File: src/rtl/switch_pkg.sv
// Shared defaults and helpers for the switch conditioning path.
// Imported by switch_debounce and switch_debounce_bit.
package switch_pkg;

    localparam int SW_WIDTH           = 10;
    localparam int SW_DEBOUNCE_CYCLES = 50000;
    localparam int SW_SYNC_STAGES     = 2;

    // The counter has to hold DEBOUNCE_CYCLES-1, and it must be at least one bit wide.
    function automatic int cnt_width(input int cycles);
        return (cycles > 2) ? $clog2(cycles) : 1;
    endfunction

endpackage

File: src/rtl/switch_debounce_bit.sv
// Single-bit synchroniser, stability counter and clean-level flop.
// The accept_o output flags the cycle in which clean_o will take the new level on the next edge.
module switch_debounce_bit
    import switch_pkg::*;
#(
    parameter int SYNC_STAGES     = SW_SYNC_STAGES,
    parameter int DEBOUNCE_CYCLES = SW_DEBOUNCE_CYCLES
) (
    input  logic clk,
    input  logic reset_n,
    input  logic raw_i,
    output logic clean_o,
    output logic accept_o
);

    localparam int              CW       = cnt_width(DEBOUNCE_CYCLES);
    localparam logic [CW-1:0]   CNT_LAST = CW'(DEBOUNCE_CYCLES - 1);

    logic [SYNC_STAGES-1:0] sync_q;
    logic [CW-1:0]          cnt_q, cnt_d;
    logic                   clean_q, clean_d;
    logic                   sync_bit;
    logic                   accept;

    assign sync_bit = sync_q[SYNC_STAGES-1];

    // A single cycle of agreement resets the count, so short glitches never accumulate.
    always_comb begin
        cnt_d   = cnt_q;
        clean_d = clean_q;
        accept  = 1'b0;
        if (sync_bit == clean_q) begin
            cnt_d = '0;
        end else if (cnt_q == CNT_LAST) begin
            clean_d = sync_bit;
            cnt_d   = '0;
            accept  = 1'b1;
        end else begin
            cnt_d = cnt_q + 1'b1;
        end
    end

    always_ff @(posedge clk or negedge reset_n) begin
        if (!reset_n) begin
            sync_q  <= '0;
            cnt_q   <= '0;
            clean_q <= 1'b0;
        end else begin
            sync_q  <= {sync_q[SYNC_STAGES-2:0], raw_i};
            cnt_q   <= cnt_d;
            clean_q <= clean_d;
        end
    end

    assign clean_o  = clean_q;
    assign accept_o = accept;

endmodule

File: src/rtl/switch_debounce.sv
// Debounces the slide-switch pins ahead of the switch PIO input port.
// Define SWITCH_DEBOUNCE_EDGE_EN to add edge pulses, sticky change flags and the irq output.
module switch_debounce
    import switch_pkg::*;
#(
    parameter int WIDTH           = SW_WIDTH,
    parameter int SYNC_STAGES     = SW_SYNC_STAGES,
    parameter int DEBOUNCE_CYCLES = SW_DEBOUNCE_CYCLES
) (
    input  logic             clk,
    input  logic             reset_n,
    input  logic [WIDTH-1:0] sw_raw,
    output logic [WIDTH-1:0] sw_clean,
    output logic [WIDTH-1:0] sw_rise,
    output logic [WIDTH-1:0] sw_fall,
    output logic [WIDTH-1:0] sw_changed,
    input  logic [WIDTH-1:0] clr_changed,
    output logic             irq
);

    logic [WIDTH-1:0] accept;

    for (genvar i = 0; i < WIDTH; i++) begin : g_bit
        switch_debounce_bit #(
            .SYNC_STAGES     (SYNC_STAGES),
            .DEBOUNCE_CYCLES (DEBOUNCE_CYCLES)
        ) u_bit (
            .clk      (clk),
            .reset_n  (reset_n),
            .raw_i    (sw_raw[i]),
            .clean_o  (sw_clean[i]),
            .accept_o (accept[i])
        );
    end

`ifdef SWITCH_DEBOUNCE_EDGE_EN
    logic [WIDTH-1:0] rise_q, rise_d;
    logic [WIDTH-1:0] fall_q, fall_d;
    logic [WIDTH-1:0] changed_q, changed_d;
    logic             irq_q, irq_d;

    // sw_clean still holds the old level here, which gives the edge direction.
    always_comb begin
        rise_d    = accept & ~sw_clean;
        fall_d    = accept & sw_clean;
        changed_d = (changed_q & ~clr_changed) | accept;
        irq_d     = |changed_q;
    end

    always_ff @(posedge clk or negedge reset_n) begin
        if (!reset_n) begin
            rise_q    <= '0;
            fall_q    <= '0;
            changed_q <= '0;
            irq_q     <= 1'b0;
        end else begin
            rise_q    <= rise_d;
            fall_q    <= fall_d;
            changed_q <= changed_d;
            irq_q     <= irq_d;
        end
    end

    assign sw_rise    = rise_q;
    assign sw_fall    = fall_q;
    assign sw_changed = changed_q;
    assign irq        = irq_q;
`else
    logic unused_edge;
    assign unused_edge = ^{accept, clr_changed};

    assign sw_rise    = '0;
    assign sw_fall    = '0;
    assign sw_changed = '0;
    assign irq        = 1'b0;
`endif

endmodule

File: config.mk
export PLATFORM = sky130hd
export DESIGN_NAME = switch_debounce
export DESIGN_NICKNAME = d
export VERILOG_FILES = /design/src/rtl/switch_pkg.sv /design/src/rtl/switch_debounce_bit.sv /design/src/rtl/switch_debounce.sv
export SDC_FILE = /design/constraint.sdc
export NUM_CORES = 1
export LEC_CHECK = 0
export ABC_AREA = 1
export CAP_MARGIN = 20
export CORE_UTILIZATION = 25
export DETAILED_ROUTE_END_ITERATION = 8
export PLACE_DENSITY = 0.48
export SLEW_MARGIN = 15
export SYNTH_ARGS = -nofsm -noshare
export SYNTH_HDL_FRONTEND = slang
export SYNTH_SLANG_ARGS = --single-unit
File: constraint.sdc
create_clock -name clk -period 2.4 [get_ports clk]
set_clock_uncertainty 0.1 [all_clocks]
set_input_delay 0.36 -clock clk [delete_from_list [all_inputs] [get_ports clk]]
set_output_delay 0.36 -clock clk [all_outputs]
set_load 0.005 [all_outputs]
==> results.toml <==
[synthesis]
syn_avg_cell_area_um2 = 7.87
synth-edff-count = 0
ys_types = 29
ys_ff_latch = 190
synth.yosys.seq_area_share_pct = 46.5
async_flop_share_pct = 100
syn-instance-count = 1298
synthFlopType = "dfrtp_1"
yosys_warnings = 0
syn_area_um2 = 10200

[layout]
finish.instance_area_um2 = 11500
fillers = 4386
num-nets-final = 1365
multi_input_area_um2 = 4740
diodes = 0
area_growth_pct = 12.8
regArea_um2 = 4750
drive_gt1_share_pct = 8.25

[die]
die_w_um = 204
io-pin-count = 63
dieArea_um2 = 41700
rows = 73
fp.coreArea_um2 = 40000
initial_core_util_pct = 25.5
die_y_um = 204

[clock_network]
root_buffer = "clkbuf_16"
h-tree-depth = 4
cts.clk_slew.worst_paths_ns = 0.07
numCtsBuffers = 17
clk_latency_ns = 0.45
cts.sinks = 190
cts_tree = "built"
clock_path_buffers = 2

[sta]
rsz0062_at_grt = "false"
whs_ns = 0.246
fin_crit_sh_pct = 80.1
setup_viol = 0
timing.setup.tns_ns = 0
fmax_mhz = 520
min_period_ns = 1.92
final_hold_viol_count = 0
maxSlewViolCount = 0

[placement]
hpwl_mm = 14.7
port_buffers = 21
placed_cell_area_um2 = 11000
gp_congestion = 0.836

[worst_setup_path]
r2r_start = "g_bit[8].u_bit.cnt_q[0]"
startpoint_type = "flop"
rr_endpoint = "g_bit[8].u_bit.cnt_q[8]"
critPathCapture = "sw_clean[6]"
setup.worst_path.start = "g_bit[6].u_bit.clean_o"
reg2reg_depth = 6
cpLargestDelayFamily = "buffers and inverters"
path_max_fanout = 3
end_kind = "primary output"
crit_buf_inv = 1
max_stage_delay_ns = 0.58
required_ns = 1.94
worst_path_max_delay_cell = "clkdlybuf4s50_1"
path_depth = 1
arrival_ns = 1.46
path_cells = "clkdlybuf4s50_1"
r2r_setup_slack_ns = 0.79
critical_path_class = "reg2out"

[global_routing]
grt-ovfl-total = 0
grt_pass1_vias = 7612
grt_start_max_net_pins = 49
grt_pass1_wl_mm = 36.3
antenna_found_initial = 0
globalRouteTotalUtil_pct = 10.6

[power_and_ir_drop]
ir_drop_v = 0.000495
power_mw = 6.31
leakagePower_nw = 5.24
power.density_nw_per_um2 = 547

[drt]
ant_nets = 0
drcViolationCount = 0
drt-initial-drc-count = 434
routed_wl_mm = 20.5
firstDrtPassIters = 4
viasPerCell = 4.14
wl_per_cell_um = 10.9
num_vias = 7753

[outcome]
status = "complete, no violations"

[min_path]
worstHoldStart = "sw_raw[5]"
min-delay-path-class = "in2reg"

[run]
max_cap_violations = 0
[sequential cells by signal, summed over array words and instances (netlist names)]
register             count
g_bit.u_bit.clean_o     10
g_bit.u_bit.sync_q      20
g_bit.u_bit.cnt_q      160
[per-stage QoR]
step / util [%] / cells / setup WS, ns
after floorplan: - / 1328 / 1.03
after global placement: 27.4 / 1838 / 0.766
after detailed placement: 27.4 / 1838 / 0.777
after CTS: 28.8 / 1871 / 0.413
after global routing: 28.8 / 1871 / 0.410
final: 28.8 / 1871 / 0.479
[cell usage after synthesis (all sizes together) (13+ instances only)]
cell	number	area (µm²)
buf	41	308
nand4	25	156
a21oi	27	135
nand3	113	631
xnor2	24	210
inv	141	529
o21ai	16	80.1
nor2	344	1320
nor3	18	161
o21bai	13	97.6
xor2	53	517
nand2	265	1070
dfrtp	190	4750
[per-layer routing]
| metal | track usage, % | vias up | part of all wire [%] |
|---|---|---|---|
| met2 | 16.7 | 73 | 45 |
| li1 | - | 4073 | - |
| met5 | 0 | - | 0 |
| met4 | 3.57 | 0 | 1.4 |
| met3 | 2.10 | 17 | 2.1 |
| met1 | 14.4 | 3590 | 52 |
[power by group]
group	switching (mW)	internal (mW)	leakage, nW
Sequential	0.0542	3.26	2.58
Combinational	0.175	0.0836	2.39
Clock	1.38	1.36	0.268
Total	1.61	4.70	5.24
[final cells by class]
cell class | instances | area share (%)
clock inverters | 15 | 1.15
multi-input cells | 956 | 41.1
clock buffers | 17 | 3.69
well taps | 525 | 5.70
repair buffers | 27 | 2.49
flip-flops and latches | 190 | 41.3
inverters | 141 | 4.59
[placed cells by master (no fill, tap or decap), types with 2 or more instances in the layout]
master	n
nor2_1	333
nand2_1	242
dfrtp_1	190
inv_1	135
nand3_1	100
xor2_1	46
conb_1	31
a21oi_1	27
nand4_1	25
xnor2_1	24
nand2_2	20
clkdlybuf4s50_1	20
clkbuf_16	17
nand3_2	13
o21bai_1	13
nor3_2	12
o21ai_0	12
nor2_2	10
a31oi_1	10
ha_1	10
xor2_2	7
inv_2	6
inv_6	6
nor3_1	5
clkinv_4	5
nor3b_1	4
o21ai_1	4
nand2_4	3
buf_4	3
a21o_1	2
clkinvlp_4	2
buf_12	2
[how the worst min path moves through the flow]
stage	to	slack [ns]	cells past startpoint
detailed placement	g_bit[1].u_bit.sync_q[1]	0.23	0
CTS	g_bit[0].u_bit.sync_q[0]	0.22	1
global route	g_bit[1].u_bit.sync_q[0]	0.22	1
finish	g_bit[5].u_bit.sync_q[0]	0.25	1
global placement	g_bit[0].u_bit.sync_q[1]	0.23	0
floorplan	g_bit[0].u_bit.clean_o	-0.04	0
[cells by family after synthesis]
| logic type | Yosys count | share of synthesized area, % |
|---|---|---|
| AND/OR/NAND/NOR | 770 | 33.1 |
| flip-flops | 190 | 46.5 |
| buffers and inverters | 182 | 8.19 |
| XOR/XNOR | 77 | 7.12 |
| AO/OA/AOI/OAI | 68 | 3.82 |
| adder cells (fa/ha/maj) | 10 | 1.22 |
| other | 1 | 0.0367 |
[what timing repair did]
action | 4_1_cts | 5_1_grt
hold buffers | 1 | 0
setup endpoints to repair | 0 | 0
gates resized for setup | 0 | 0
buffers inserted | 0 | 0
hold endpoints to repair | 43 | 0
Power figures use the tool's default switching activity.
